**config.mk**
```make
export PLATFORM = sky130hd
export DESIGN_NAME = adc_req_arbiter
export DESIGN_NICKNAME = d
export VERILOG_FILES = /design/src/rtl/adc_req_arbiter.sv
export SDC_FILE = /design/constraint.sdc
export NUM_CORES = 1
export LEC_CHECK = 0
export ABC_AREA = 1
export CORE_UTILIZATION = 40
export CTS_BUF_LIST = sky130_fd_sc_hd__clkbuf_16
export DETAILED_ROUTE_END_ITERATION = 6
export MAX_ROUTING_LAYER = met4
export PLACE_DENSITY = 0.77
export SLEW_MARGIN = 20
export SYNTH_ARGS = -nofsm -noshare
export SYNTH_HDL_FRONTEND = slang
export SYNTH_SLANG_ARGS = --single-unit
```
**constraint.sdc**
```tcl
create_clock -name CLK_100MHz -period 1.5 [get_ports CLK_100MHz]
set_clock_uncertainty 0.2 [all_clocks]
set_input_delay 0.15 -clock CLK_100MHz [delete_from_list [all_inputs] [get_ports CLK_100MHz]]
set_output_delay 0.15 -clock CLK_100MHz [all_outputs]
set_load 0.01 [all_outputs]
```
**src/rtl/adc_req_arbiter.sv**
```systemverilog
// Round-robin arbiter sharing one ADC register/data driver between requesters A (MCU) and B (auto-scan).
// Optional per-transaction watchdog is enabled by defining ADC_ARB_TIMEOUT_EN.
module adc_req_arbiter #(
  parameter logic [31:0] TIMEOUT_CYCLES = 32'd1000000
) (
  input  logic        CLK_100MHz,
  input  logic        nRESET,
  input  logic        A_REQ,
  input  logic        B_REQ,
  input  logic [1:0]  A_OP,
  input  logic [1:0]  B_OP,
  input  logic [4:0]  A_ADDR,
  input  logic [4:0]  B_ADDR,
  input  logic [7:0]  A_WDATA,
  input  logic [7:0]  B_WDATA,
  output logic        A_GNT,
  output logic        B_GNT,
  output logic        A_DONE,
  output logic        B_DONE,
  output logic        A_ERR,
  output logic        B_ERR,
  output logic [31:0] A_RDATA,
  output logic [31:0] B_RDATA,
  input  logic        DRV_READY,
  input  logic        DRV_DONE,
  input  logic [7:0]  DRV_REG_BUFFER,
  input  logic [31:0] DRV_DATA_BUFFER,
  output logic        DRV_WRITE_REG_EN,
  output logic        DRV_READ_REG_EN,
  output logic        DRV_READ_DATA_EN,
  output logic [4:0]  DRV_ADDRESS,
  output logic [7:0]  DRV_WDATA,
  output logic        BUSY,
  output logic        OWNER,
  output logic        TIMEOUT_FLAG,
  input  logic        TIMEOUT_CLR
);

  localparam logic [1:0] OP_WRITE_REG = 2'b00;
  localparam logic [1:0] OP_READ_REG  = 2'b01;
  localparam logic [1:0] OP_READ_DATA = 2'b10;
  localparam logic [1:0] OP_INVALID   = 2'b11;

  typedef enum logic [1:0] {
    ST_IDLE    = 2'd0,
    ST_BUSY    = 2'd1,
    ST_RELEASE = 2'd2
  } state_t;

  state_t      state;
  logic        last_b;
  logic [1:0]  op_q;
  logic        pick_b;
  logic [1:0]  sel_op;
  logic [4:0]  sel_addr;
  logic [7:0]  sel_wdata;
  logic [31:0] drv_result;

  // B wins only when A is idle or A was the one served most recently.
  always_comb begin
    pick_b    = B_REQ && (!A_REQ || !last_b);
    sel_op    = pick_b ? B_OP    : A_OP;
    sel_addr  = pick_b ? B_ADDR  : A_ADDR;
    sel_wdata = pick_b ? B_WDATA : A_WDATA;
    unique case (op_q)
      OP_READ_REG:  drv_result = {24'd0, DRV_REG_BUFFER};
      OP_READ_DATA: drv_result = DRV_DATA_BUFFER;
      default:      drv_result = 32'd0;
    endcase
  end

`ifdef ADC_ARB_TIMEOUT_EN
  logic [31:0] busy_cnt;
  logic        timeout_hit;

  always_comb begin
    timeout_hit = (state == ST_BUSY) && !DRV_DONE && ((busy_cnt + 32'd1) >= TIMEOUT_CYCLES);
  end
`else
  logic unused_cfg;
  assign unused_cfg   = TIMEOUT_CLR ^ (TIMEOUT_CYCLES == 32'd0);
  assign TIMEOUT_FLAG = 1'b0;
`endif

  always_ff @(posedge CLK_100MHz or negedge nRESET) begin
    if (!nRESET) begin
      state            <= ST_IDLE;
      last_b           <= 1'b1;
      op_q             <= OP_WRITE_REG;
      A_GNT            <= 1'b0;
      B_GNT            <= 1'b0;
      A_DONE           <= 1'b0;
      B_DONE           <= 1'b0;
      A_ERR            <= 1'b0;
      B_ERR            <= 1'b0;
      A_RDATA          <= 32'd0;
      B_RDATA          <= 32'd0;
      DRV_WRITE_REG_EN <= 1'b0;
      DRV_READ_REG_EN  <= 1'b0;
      DRV_READ_DATA_EN <= 1'b0;
      DRV_ADDRESS      <= 5'd0;
      DRV_WDATA        <= 8'd0;
      BUSY             <= 1'b0;
      OWNER            <= 1'b0;
`ifdef ADC_ARB_TIMEOUT_EN
      busy_cnt         <= 32'd0;
      TIMEOUT_FLAG     <= 1'b0;
`endif
    end else begin
      A_DONE <= 1'b0;
      B_DONE <= 1'b0;
      A_ERR  <= 1'b0;
      B_ERR  <= 1'b0;
`ifdef ADC_ARB_TIMEOUT_EN
      // A timeout set later in this block overrides a simultaneous clear.
      if (TIMEOUT_CLR) TIMEOUT_FLAG <= 1'b0;
`endif
      unique case (state)
        ST_IDLE: begin
          if (DRV_READY && (A_REQ || B_REQ)) begin
            last_b      <= pick_b;
            OWNER       <= pick_b;
            op_q        <= sel_op;
            DRV_ADDRESS <= sel_addr;
            DRV_WDATA   <= sel_wdata;
            if (sel_op == OP_INVALID) begin
              state <= ST_RELEASE;
              if (pick_b) begin
                B_DONE  <= 1'b1;
                B_ERR   <= 1'b1;
                B_RDATA <= 32'd0;
              end else begin
                A_DONE  <= 1'b1;
                A_ERR   <= 1'b1;
                A_RDATA <= 32'd0;
              end
            end else begin
              state            <= ST_BUSY;
              BUSY             <= 1'b1;
              A_GNT            <= !pick_b;
              B_GNT            <= pick_b;
              DRV_WRITE_REG_EN <= (sel_op == OP_WRITE_REG);
              DRV_READ_REG_EN  <= (sel_op == OP_READ_REG);
              DRV_READ_DATA_EN <= (sel_op == OP_READ_DATA);
`ifdef ADC_ARB_TIMEOUT_EN
              busy_cnt         <= 32'd0;
`endif
            end
          end
        end
        ST_BUSY: begin
          if (DRV_DONE) begin
            state            <= ST_RELEASE;
            BUSY             <= 1'b0;
            A_GNT            <= 1'b0;
            B_GNT            <= 1'b0;
            DRV_WRITE_REG_EN <= 1'b0;
            DRV_READ_REG_EN  <= 1'b0;
            DRV_READ_DATA_EN <= 1'b0;
            if (OWNER) begin
              B_DONE  <= 1'b1;
              B_RDATA <= drv_result;
            end else begin
              A_DONE  <= 1'b1;
              A_RDATA <= drv_result;
            end
          end
`ifdef ADC_ARB_TIMEOUT_EN
          else if (timeout_hit) begin
            state            <= ST_RELEASE;
            BUSY             <= 1'b0;
            A_GNT            <= 1'b0;
            B_GNT            <= 1'b0;
            DRV_WRITE_REG_EN <= 1'b0;
            DRV_READ_REG_EN  <= 1'b0;
            DRV_READ_DATA_EN <= 1'b0;
            TIMEOUT_FLAG     <= 1'b1;
            if (OWNER) begin
              B_DONE <= 1'b1;
              B_ERR  <= 1'b1;
            end else begin
              A_DONE <= 1'b1;
              A_ERR  <= 1'b1;
            end
          end else begin
            busy_cnt <= busy_cnt + 32'd1;
          end
`endif
        end
        ST_RELEASE: begin
          state <= ST_IDLE;
        end
        default: begin
          state <= ST_IDLE;
        end
      endcase
    end
  end

endmodule

```
# After elaboration in Yosys (flattened, before gate mapping)
# Cells that the tools add are included.
[totals] latchBits=0 mem_count=0 out_inout_bits=89 mem_bits_ro=0 word_cells=100 ram_bits=0 regBits=93
[classes] n_lt_le_gt_ge=0 div=0 mul=0 addsub=0 n_eq_ne=14 mux=53 n_reduce_logical=15 bitwise_logic=0 n_shift=0
[ops] cell="32-bit 2-to-1 mux" n=10
[ops] cell="32-bit one-hot mux with 2 select lines" n=3
[ops] cell="1-bit 2-to-1 mux" n=25
[ops] cell="2-bit != test (second input constant)" n=8
[ops] cell="1-bit one-hot mux with 2 select lines" n=8
[ops] cell="6-bit AND reduction" n=2
[ops] cell="2-bit 2-to-1 mux" n=4
[ops] cell="8-bit 2-to-1 mux" n=1
[ops] cell="2-bit by 1-bit equality test with 1-bit output (second input constant)" n=3
[ops] cell="2-bit equality test (second input constant)" n=3
[ops] cell="5-bit 2-to-1 mux" n=1
[ops] cell="2-bit zero test" n=2
[ops] cell="2-bit one-hot mux with 2 select lines" n=1
[ops] cell="2-bit AND reduction" n=2
[ops] cell="4-bit AND reduction" n=1
[ops] cell="1-bit zero test" n=3
[ops] cell="1-bit logical AND" n=2
[ops] cell="1-bit logical OR" n=2
[ops] cell="2-bit nonzero test" n=1

# Longest topological paths before layout
# Gate-level depths: netlist (run 1).
[logic_depth] word_depth=8 mapped_depth=9

# Worst setup path before layout (run 1)
# No wires, ideal clock.
[synth_timing] kind="register -> register" startpoint="register last_b" endpoint="register A_RDATA[17]" synth_period_minus_slack_ns=1.630 slack_ns=-0.130 path_stages_with_launch=9 arrival_time_ns=1.313 path_buffers=1 setup_time_ns=0.117 required_time_ns=1.183 path_cell_list="dfstp_2 nand2_2 nand2_4 nand2_2 nor2_4 nand3_4 buf_2 nand3_1 nand2_1"
[synth_via] elab_chain_len=7 word_cells_on_any_way=8
[synth_rtl] element="from (decl)" line_no="51" rtl="logic last_b;"
[synth_rtl] element="from (signal assigned)" line_no="121" rtl="last_b <= pick_b;"
[synth_rtl] element="1-bit zero test (*)" line_no="61" rtl="pick_b = B_REQ && (!A_REQ || !last_b);"
[synth_rtl] element="1-bit logical OR (*)" line_no="61"
[synth_rtl] element="1-bit logical AND (*)" line_no="61"
[synth_rtl] element="2-bit 2-to-1 mux" line_no="62" rtl="sel_op = pick_b ? B_OP : A_OP;"
[synth_rtl] element="2-bit equality test" line_no="126" rtl="if (sel_op == OP_INVALID) begin"
[synth_rtl] element="2-bit != test (no line)"
[synth_rtl] element="6-bit AND reduction (no line) (*)"
[synth_rtl] element="to (signal assigned)" line_no="165" rtl="A_RDATA <= drv_result;"
[synth_rtl] element="to (decl)" line_no="22" rtl="output logic [31:0] A_RDATA,"
# Mark *: on every way between the ends. The rest lies on a longest branch, timed or not.
# A chain may end at the register's enable or synchronous reset.

# Worst setup path after layout (run 1)
[layout_timing] startpoint="register last_b" endpoint="register B_RDATA[21]"
[layout_via] elab_chain_len=7 word_cells_on_any_way=8
[layout_rtl] element="1-bit zero test (*)" line_no="61"
[layout_rtl] element="1-bit logical OR (*)" line_no="61"
[layout_rtl] element="1-bit logical AND (*)" line_no="61"
[layout_rtl] element="2-bit 2-to-1 mux" line_no="62"
[layout_rtl] element="2-bit equality test" line_no="126"
[layout_rtl] element="2-bit != test (no line)"
[layout_rtl] element="6-bit AND reduction (no line) (*)"
[layout_rtl] element="to (signal assigned)" line_no="162" rtl="B_RDATA <= drv_result;"
[layout_rtl] element="to (decl)" line_no="23" rtl="output logic [31:0] B_RDATA,"
# Marks and branches as above.

==> results of run 1 <==
==> critical path, delay by kind of cell, from the launching register on <==
kind                   cells  cell delay, ns
buffers and inverters      2            0.34
flip-flops                 1            0.56
AND/OR/NAND/NOR            7            0.56
==> what timing repair did <==
action / CTS / global route
hold buffers: 1 / 0
pin swaps: 1 / 21
endpoints found under the setup margin: 179 / 91
gates cloned: 0 / 5
gates resized for setup: 106 / 52
buffers inserted: 2 / 3
endpoints found under the hold margin: 93 / 0
==> registers in the layout, indices dropped and copies added, names as in the netlist <==
register,cells
B_ERR,1
A_RDATA,32
DRV_WDATA,8
A_ERR,1
B_RDATA,32
op_q,2
A_DONE,1
B_DONE,1
DRV_READ_REG_EN,1
DRV_WRITE_REG_EN,1
OWNER,1
BUSY,1
A_GNT,1
DRV_READ_DATA_EN,1
DRV_ADDRESS,5
last_b,1
B_GNT,1
state,2
==> final timing paths <==
| kind | depth (start not counted) | to | slack [ns] |
|---|---|---|---|
| hold / removal | 2 | B_ERR$_DFF_PN0_ | 0.06 |
| setup reg to reg | 9 | B_RDATA[21]$_DFFE_PN0P_ | -0.29 |
| min in group CLK_100MHz | 3 | DRV_WDATA[7]$_DFFE_PN0P_ | 0.22 |
| setup / recovery | 9 | B_RDATA[21]$_DFFE_PN0P_ | -0.29 |
| hold reg to reg | 2 | DRV_READ_REG_EN$_DFFE_PN0P_ | 0.28 |
| max in group asynchronous | 3 | DRV_ADDRESS[3]$_DFFE_PN0P_ | 0.54 |
==> cells by family (layout without fill, tap and decap cells) <==
| family | Yosys count | in the layout | synth area share, % |
|---|---|---|---|
| and+or+nand+nor | 330 | 331 | 33.0 |
| other | 1 | 1 | 0.0867 |
| buffers and inverters | 45 | 232 | 5.85 |
| DFF | 93 | 93 | 53.9 |
| AOI/OAI and AO/OA | 44 | 44 | 6.60 |
| adders and majority gates | 2 | 2 | 0.579 |
==> through the flow <==
stage / cell area (um^2) / setup TNS [ns] / setup WS, ns
detailed placement: 6240 / -40.35 / -0.503
global placement: 6240 / -34.09 / -0.427
finish: 6850 / -16.71 / -0.287
global route: 6850 / -22.24 / -0.327
floorplan: 4340 / -6.32 / -0.109
CTS: 6500 / -14.02 / -0.221
==> cells in the final DEF, fill, tap and decap left out, types with 2 or more instances in the layout <==
cell type        Yosys  final
nand2_1            201    196
dfrtp_1             92     92
dlygate4sd2_1        0     88
clkdlybuf4s50_1      0     73
nand3_1             72     41
nor2_1              41     40
nand3_2              0     28
buf_4                3     26
a21oi_1             19     16
o31ai_1             13     13
clkbuf_16            0     12
inv_1               11     11
a21oi_2              7     10
nand2_4              5      7
buf_12               0      7
nand3_4              2      5
nand2_8              0      4
nand2_2              4      4
nor2_4               2      3
clkinv_1             0      3
buf_6                7      3
buf_8                0      3
o21ai_2              1      2
ha_1                 2      2
==> routing by layer <==
metal  vias up  global-route usage [%]  wire, um
li1       2026                       -         -
met1      2055                    29.8      5620
met2       162                    41.1      6930
met3        24                    2.76       697
met4         0                    10.9       342
met5         -                       -         0
==> power groups by stage <==
stage	clock [W]	combinational (W)	sequential, W
after floorplan	0	0.00176	0.00387
after global placement	0	0.00416	0.00362
after detailed placement	0	0.00428	0.00363
after CTS	0.00209	0.00400	0.00357
after global routing	0.00219	0.00461	0.00368
final	0.00206	0.00426	0.00361
==> area by class of cell <==
cell class                      count  area, um^2
Timing Repair Buffer              205        2010
Inverter                           11        41.3
Fill cell                         903        3570
Clock buffer                        9         225
Multi-Input combinational cell    378        2030
Tap cell                          136         170
Sequential cell                    93        2330
Clock inverter                      7        41.3
==> impl_metrics.json, run 1 <==
{
  "die_x_um": 106,
  "final_cells": 839,
  "irDropWorstVdd_mv": 0.803,
  "hold_viol_final": 0,
  "numClockSinks": 93,
  "cp_slowest_stage_delay_ns": 0.56,
  "dp.cells": 814,
  "rsz0062_at_grt": "yes",
  "whs_ns": 0.0558,
  "synthArstFlopShare_pct": 100,
  "worst-setup-path-type": "flop to flop",
  "r2r-start": "last_b$_DFFE_PN1P_",
  "final.period_utilization_pct": 119,
  "synth_seq_cells": 93,
  "cts_tree": "yes",
  "status": "finished, violations left",
  "die_y_um": 106,
  "p_clk_share_pct": 20.7,
  "areaGrowthSynthToFinish_pct": 58.4,
  "firstDrtPassIters": 5,
  "clk_pin_slew_worst_paths_ns": 0.07,
  "gp_congestion": 0.817,
  "synth_top_cell_area_share_pct": 53.3,
  "synth_edf_count": 0,
  "grt_max_degree": 36,
  "cap_violations": 0,
  "clk_latency_ns": 0.34,
  "final_max_slew_viol_count": 0,
  "crit_slowest_cell": "dfstp_2",
  "synth.avg_cell_area_um2": 8.39,
  "root_buffer": "clkbuf_16",
  "yosysMostFrequentCell": "nand2_1",
  "io_buffers": 163,
  "critPathRequiredTime_ns": 1.53,
  "grt_first_pass_wirelength_um": 20800,
  "drt_iter0_drc": 229,
  "totalWireLength_um": 13600,
  "synthFlopType": "dfrtp_1",
  "p_leak_nw": 3.63,
  "syn_nets": 594,
  "drive_above_1_share_pct": 17.1,
  "violations": "setup timing",
  "cp-end-kind": "flop",
  "power_w": 0.00993,
  "p_comb_share_pct": 42.9,
  "drc": 0,
  "cp_max_fo": 8,
  "antenna_found_initial": 0,
  "finalSetupViolCount": 90,
  "cts_made_buffers": 9,
  "setup_slack_ns": -0.287,
  "syn_area_um2": 4320,
  "viasPerCell": 5.09,
  "cp_common_cell": "nand2_4",
  "grt_pass1_vias": 4206,
  "power_density_nw_per_um2": 1450,
  "pwr-share-seq_pct": 36.4,
  "nets": 777,
  "die-area_um2": 11200,
  "wl_per_cell_um": 16.2,
  "netlist_top_cells_area": "dfrtp_1 (53%), nand2_1 (17%), nand3_1 (8.3%), nor2_1 (3.6%), o31ai_1 (2.3%)",
  "synth_cell_types": 26,
  "seq_area_frac_synth_pct": 53.9,
  "grt_overflow": 0,
  "rows": 37,
  "pin_count": 166,
  "vias": 4267,
  "post-route-util_pct": 65.7,
  "net-switching-power_w": 0.00376,
  "crit_start": "last_b$_DFFE_PN1P_",
  "cts_max_path_buffers": 2,
  "hpwl_um": 9220,
  "critPathLaunchType": "flop",
  "ys_top_cells_by_count": "nand2_1 (201), dfrtp_1 (92), nand3_1 (72)",
  "yosysWarnings": 0,
  "cts-htree-levels": 3,
  "syn_inst": 515,
  "cp.arrival_ns": 1.81,
  "synth_top_cell_by_area": "dfrtp_1",
  "p_int_w": 0.00617,
  "initial_core_util_pct": 41.5,
  "num_antenna_cells": 0,
  "switching_share_pct": 37.9,
  "hold_class": "input pin to asynchronous set/reset pin",
  "postRouteAntennaNets": 0,
  "core-area_um2": 10400,
  "path_cells": "nand2_4 -> nand2_8 -> nand2_4 -> nand2_4 -> nand3_4 -> buf_12 -> clkbuf_16 -> nand3_1 -> nand2_1",
  "fmax_mhz": 560,
  "track_usage_pct": 24.5,
  "fin_crit_ns": 1.79
}
Power figures use the tool's default switching activity.
==> run 2: changes to the inputs <==
--- a/config.mk
+++ b/config.mk
@@ -10,7 +10,7 @@
 export CTS_BUF_LIST = sky130_fd_sc_hd__clkbuf_16
 export DETAILED_ROUTE_END_ITERATION = 6
 export MAX_ROUTING_LAYER = met4
-export PLACE_DENSITY = 0.77
+export PLACE_DENSITY = 0.79
 export SLEW_MARGIN = 20
 export SYNTH_ARGS = -nofsm -noshare
 export SYNTH_HDL_FRONTEND = slang
==> run 2 against run 1 <==
Compared with the run above: critical path type unchanged; register-to-register slack improved by 0.06 ns; the run still ends with setup timing left; worst setup slack improved by 0.056 ns; sequential cell count did not move; largest cell class unchanged; clock-buffer cell count did not move.
==> impl_metrics.json, run 2 (same netlist as run 1, synthesis figures left out) <==
{
  "hold_viol_final": 0,
  "final.period_utilization_pct": 115,
  "irDropWorstVdd_mv": 0.863,
  "gp_congestion": 0.828,
  "core-area_um2": 10400,
  "grt_pass1_vias": 4315,
  "nFillCells": 894,
  "crit_slowest_cell": "dfstp_2",
  "fin_crit_ns": 1.73,
  "path_cells": "nand2_4 -> nand2_8 -> nand2_2 -> nor2_4 -> nand3_4 -> nand2_4 -> buf_12 -> nand2_1 -> nand2_1",
  "nets": 781,
  "postPlaceCellArea_um2": 6320,
  "final_cell_mix": "nand2_1 (198), dfrtp_1 (92), dlygate4sd2_1 (89)",
  "reg_top3": "A_RDATA: 32 flops, B_RDATA: 32 flops, DRV_WDATA: 8 flops",
  "cap_violations": 0,
  "firstDrtPassIters": 4,
  "totalWireLength_um": 13600,
  "numClockSinks": 93,
  "hpwl_um": 9400,
  "io_buffers": 163,
  "die-area_um2": 11200,
  "fin_area_um2": 6780,
  "cts_tree": "yes",
  "cts_made_buffers": 9,
  "dp.cells": 817,
  "root_buffer": "clkbuf_16",
  "antenna_found_initial": 0,
  "clk_pin_slew_worst_paths_ns": 0.07,
  "worst-setup-path-type": "flop to flop",
  "grt_first_pass_wirelength_um": 21700,
  "final_max_slew_viol_count": 0,
  "cts_max_path_buffers": 2,
  "cp.arrival_ns": 1.80,
  "critPathLaunchType": "flop",
  "cp_slowest_stage_delay_ns": 0.56,
  "postRouteAntennaNets": 0,
  "final_common_cell": "nand2_1",
  "drive_above_1_share_pct": 14.7,
  "hold_class": "input pin to asynchronous set/reset pin",
  "grt_overflow": 0,
  "track_usage_pct": 25.4,
  "status": "finished, violations left",
  "cts-htree-levels": 3,
  "rows": 37,
  "cp_max_fo": 14,
  "fmax_mhz": 578,
  "num_antenna_cells": 0,
  "wl_per_cell_um": 16.1,
  "violations": "setup timing",
  "critPathRequiredTime_ns": 1.57,
  "vias": 4325,
  "p_leak_nw": 3.64,
  "die_x_um": 106,
  "areaGrowthSynthToFinish_pct": 56.9,
  "cp-end-kind": "flop",
  "viasPerCell": 5.13,
  "drc": 0,
  "initial_core_util_pct": 41.5,
  "pin_count": 166,
  "power_density_nw_per_um2": 1520,
  "setup_tns_ns": -15.42,
  "grt_max_degree": 34,
  "rsz0062_at_grt": "yes",
  "setup_slack_ns": -0.230,
  "clk_latency_ns": 0.33,
  "die_y_um": 106,
  "drt_iter0_drc": 229,
  "finalSetupViolCount": 90,
  "final_cells": 843
}
==> run 2: cell type report <==
| cell class | instances | area, um^2 | share of cell area (%) |
|---|---|---|---|
| Tap cell | 136 | 170 | 2.51 |
| Inverter | 11 | 41.3 | 0.609 |
| Multi-Input combinational cell | 377 | 1860 | 27.4 |
| Sequential cell | 93 | 2330 | 34.3 |
| Timing Repair Buffer | 210 | 2080 | 30.7 |
| Clock inverter | 7 | 75.1 | 1.11 |
| Clock buffer | 9 | 225 | 3.32 |
==> run 2: worst paths after layout <==
| check | startpoint | endpoint | slack (ns) | depth (start not counted) |
|---|---|---|---|---|
| max in group asynchronous | nRESET | BUSY$_DFFE_PN0P_ | 0.53 | 3 |
| min reg2reg | DRV_WDATA[1]$_DFFE_PN0P_ | DRV_WDATA[1]$_DFFE_PN0P_ | 0.28 | 2 |
| max | last_b$_DFFE_PN1P_ | A_RDATA[20]$_DFFE_PN0P_ | -0.23 | 9 |
| min in group CLK_100MHz | B_WDATA[1] | DRV_WDATA[1]$_DFFE_PN0P_ | 0.22 | 3 |
| max reg2reg | last_b$_DFFE_PN1P_ | A_RDATA[20]$_DFFE_PN0P_ | -0.23 | 9 |
| min | nRESET | B_RDATA[26]$_DFFE_PN0P_ | 0.07 | 2 |
==> run 2: timing repair <==
item,in CTS,in global routing
setup endpoints to repair,178,91
hold buffers,1,0
pin swaps,3,7
buffers inserted,5,3
endpoints found under the hold margin,93,0
cloned,1,1
gates resized for setup,109,21
==> run 2: per-stage QoR <==
step / hold WS [ns] / utilization [%] / power, W / worst slack, ns
finish: 0.0725 / 65.1 / 0.0103 / -0.230
global placement: -0.121 / 60.7 / 0.00791 / -0.455
global route: 0.0925 / 65.1 / 0.0109 / -0.357
detailed placement: -0.109 / 60.7 / 0.00805 / -0.568
floorplan: -0.346 / - / 0.00562 / -0.109
CTS: 0.0765 / 63.9 / 0.0102 / -0.234
==> run 2: power by group <==
part / leakage, nW / switching, W / internal [W]
logic: 2.24 / 0.00238 / 0.00202
registers: 1.25 / 0.000410 / 0.00318
clock network: 0.149 / 0.000992 / 0.00130
==> run 2: per-layer routing <==
metal  part of all wire (%)  vias to the layer above  track usage [%]
met1                     41                     2112             31.0
li1                       -                     2028                -
met3                    5.7                       21             3.62
met2                     51                      164             42.8
met4                    2.1                        0             9.42
met5                      0                        -                -
==> run 2: worst max-delay path, delay by kind of cell (launching register included) <==
family                 cells  cell delay [ns]
buffers and inverters      1             0.15
DFF                        1             0.56
and+or+nand+nor            8             0.77
==> run 3: changes to the inputs <==
--- a/config.mk
+++ b/config.mk
@@ -5,8 +5,8 @@
 export SDC_FILE = /design/constraint.sdc
 export NUM_CORES = 1
 export LEC_CHECK = 0
-export ABC_AREA = 1
-export CORE_UTILIZATION = 40
+export CORE_MARGIN = 5
+export CORE_UTILIZATION = 39
 export CTS_BUF_LIST = sky130_fd_sc_hd__clkbuf_16
 export DETAILED_ROUTE_END_ITERATION = 6
 export MAX_ROUTING_LAYER = met4
==> run 3 against run 2 <==
Compared with the run above: largest power group unchanged; the run still ends with setup timing left; sequential cell count unchanged; critical endpoint is now A_RDATA[0]$_DFFE_PN0P_; combinational power rose by 20%; highest routed layer unchanged; maximum frequency down 9.4%.
==> impl_metrics.json, run 3 <==
{
  "status": "finished, violations left",
  "violations": "setup timing",
  "finalSetupViolCount": 92,
  "grt_pass1_vias": 3990,
  "areaGrowthSynthToFinish_pct": 77.7,
  "fin_crit_ns": 1.91,
  "p_leak_nw": 3.70,
  "yosysWarnings": 0,
  "rsz0062_at_grt": "yes",
  "hpwl_um": 8370,
  "antenna_found_initial": 0,
  "synthFlopType": "dfrtp_1",
  "synthSimpleGateAreaFrac_pct": 12.1,
  "irDropWorstVdd_mv": 0.872,
  "power_density_nw_per_um2": 1590,
  "synthMuxAreaShare_pct": 9.40,
  "top_layer_used": "met4",
  "yosysMostFrequentCell": "dfrtp_1",
  "cp_slowest_stage_delay_ns": 0.58,
  "final_cells": 720,
  "grt_max_degree": 94,
  "grt_first_pass_wirelength_um": 20100,
  "vias": 3760,
  "hold_class": "input pin to asynchronous set/reset pin",
  "drc": 0,
  "fmax_mhz": 523,
  "final.period_utilization_pct": 127,
  "wl_met1_um": 5700,
  "syn_inst": 370,
  "cap_violations": 0,
  "gp_congestion": 0.851,
  "core-area_um2": 10200,
  "cp-end-kind": "flop",
  "synth_cell_types": 38,
  "ys_top_cells_by_count": "dfrtp_1 (92), inv_1 (31), o21ai_0 (29)",
  "synth_edf_count": 0,
  "path_cells": "a21boi_4 -> mux2i_4 -> a41oi_4 -> buf_12 -> mux2_2",
  "track_usage_pct": 20.4,
  "num_antenna_cells": 0,
  "final_max_slew_viol_count": 0,
  "syn_nets": 449,
  "clk_latency_ns": 0.33,
  "grt_overflow": 0,
  "root_buffer": "clkbuf_16",
  "worst_pin_slew_ns": 0.514,
  "met3_length_um": 754,
  "synth_seq_cells": 93,
  "seq_area_frac_synth_pct": 57.7,
  "post-route-util_pct": 70.4,
  "drt_iter0_drc": 182,
  "totalWireLength_um": 14000,
  "clk_pin_slew_worst_paths_ns": 0.06,
  "die_y_um": 112,
  "cts_max_path_buffers": 2,
  "nets": 658,
  "dp.cells": 674,
  "initial_core_util_pct": 39.6,
  "reg_top3": "A_RDATA: 32 flops, B_RDATA: 32 flops, DRV_WDATA: 8 flops",
  "postRouteAntennaNets": 0,
  "cp_max_fo": 11,
  "rows": 37,
  "hold_viol_final": 0,
  "critPathRequiredTime_ns": 1.51,
  "final_cell_mix": "dfrtp_1 (90), dlygate4sd2_1 (87), clkdlybuf4s50_1 (74)",
  "pin_count": 166,
  "cts_made_buffers": 9,
  "setup_slack_ns": -0.410,
  "final_common_cell": "dfrtp_1",
  "firstDrtPassIters": 4,
  "viasPerCell": 5.22,
  "max_slew_margin_pct": 65.7,
  "drive_above_1_share_pct": 29.8,
  "crit_slowest_cell": "dfstp_2",
  "wl_per_cell_um": 19.5,
  "cp.arrival_ns": 1.92,
  "synth-compound-area-share_pct": 13.9,
  "cts-htree-levels": 3,
  "synth_top_cell_area_share_pct": 57.1,
  "syn_area_um2": 4040,
  "die-area_um2": 12500,
  "synth_xor_area_share_pct": 0,
  "synth_top_family_by_area": "compound AO/OA/AOI/OAI gates",
  "worst-setup-path-type": "flop to flop",
  "die_x_um": 112,
  "critPathLaunchType": "flop",
  "place_ws_ns": -0.709,
  "netlist_top_cells_area": "dfrtp_1 (57%), a21o_1 (4.3%), mux2_2 (3.9%), and3_1 (3.7%), o21ai_0 (3.6%)",
  "synth.avg_cell_area_um2": 10.9,
  "wl_met2_um": 7380,
  "cts_tree": "yes",
  "numClockSinks": 93,
  "synth_fa_ha_area_share_pct": 0.620,
  "synthArstFlopShare_pct": 100,
  "io_buffers": 163,
  "synth_top_cell_by_area": "dfrtp_1"
}
## run 3: cell types whose count changed after synthesis, moves of 15 or more
cell     delta
nand2_1   -195
nand3_1    -45
o21ai_0    +26
and3_1     +24
a21o_1     +23
inv_1      +20
nor2_1     -15
## run 3: report_power, final
part	switching [W]	total, W	leakage, nW	internal, W
combinational	0.00256	0.00527	2.34	0.00270
sequential	0.000550	0.00391	1.22	0.00336
clock	0.000973	0.00226	0.141	0.00128
## run 3: final timing paths
kind / startpoint / end / slack [ns] / cells after the start
min reg2reg: A_RDATA[20]$_DFFE_PN0P_ / A_RDATA[20]$_DFFE_PN0P_ / 0.28 / 1
max: last_b$_DFFE_PN1P_ / A_RDATA[0]$_DFFE_PN0P_ / -0.41 / 5
max in group asynchronous: nRESET / last_b$_DFFE_PN1P_ / 0.50 / 3
max reg2reg: last_b$_DFFE_PN1P_ / A_RDATA[0]$_DFFE_PN0P_ / -0.41 / 5
min in group CLK_100MHz: DRV_DATA_BUFFER[11] / B_RDATA[11]$_DFFE_PN0P_ / 0.20 / 3
min: nRESET / state[1]$_DFFE_PN0P_ / 0.17 / 3
## run 3: layout make-up
type / count / area [um^2]
Clock buffer: 9 / 225
Clock inverter: 7 / 66.3
Fill cell: 750 / 3010
Inverter: 31 / 119
Multi-Input combinational cell: 221 / 2030
Sequential cell: 93 / 2330
Tap cell: 136 / 170
Timing Repair Buffer: 223 / 2230
## run 3: cells by family (layout without fill, tap and decap cells)
| group | Yosys count | after routing |
|---|---|---|
| adders and majority gates | 2 | 2 |
| DFF | 93 | 93 |
| other | 1 | 1 |
| and+or+nand+nor | 95 | 95 |
| buffers and inverters | 58 | 270 |
| AOI/OAI and AO/OA | 86 | 88 |
| muxes | 35 | 35 |
## run 3: critical path, delay by kind of cell, from the launching register on
kind / cells / cell delay (ns)
buf+inv: 1 / 0.18
mux: 2 / 0.55
flops: 1 / 0.58
compound gates: 2 / 0.28
## run 3: metal layers
layer  GRT usage (%)  up-vias
met5               -        -
met4            6.81        0
met3            4.02       16
met2            35.1      137
met1            23.9     1905
li1                -     1702
## run 3: per-stage QoR
| stage | TNS (ns) | hold slack, ns | instance area [um^2] | power, W |
|---|---|---|---|---|
| floorplan | -18.44 | -0.346 | 4140 | 0.00582 |
| global placement | -45.16 | 0.0322 | 6070 | 0.00824 |
| detailed placement | -49.89 | 0.0381 | 6070 | 0.00840 |
| CTS | -29.87 | 0.208 | 6680 | 0.0108 |
| global route | -36.92 | 0.217 | 7170 | 0.0121 |
| finish | -28.72 | 0.172 | 7170 | 0.0114 |
## run 3: timing repair
| action | CTS | global route |
|---|---|---|
| pin swaps | 5 | 16 |
| hold endpoints to repair | 92 | 0 |
| setup endpoints to repair | 180 | 93 |
| cloned | 3 | 9 |
| setup buffers | 14 | 11 |
| gates resized for setup | 148 | 99 |
| hold buffers | 1 | 0 |
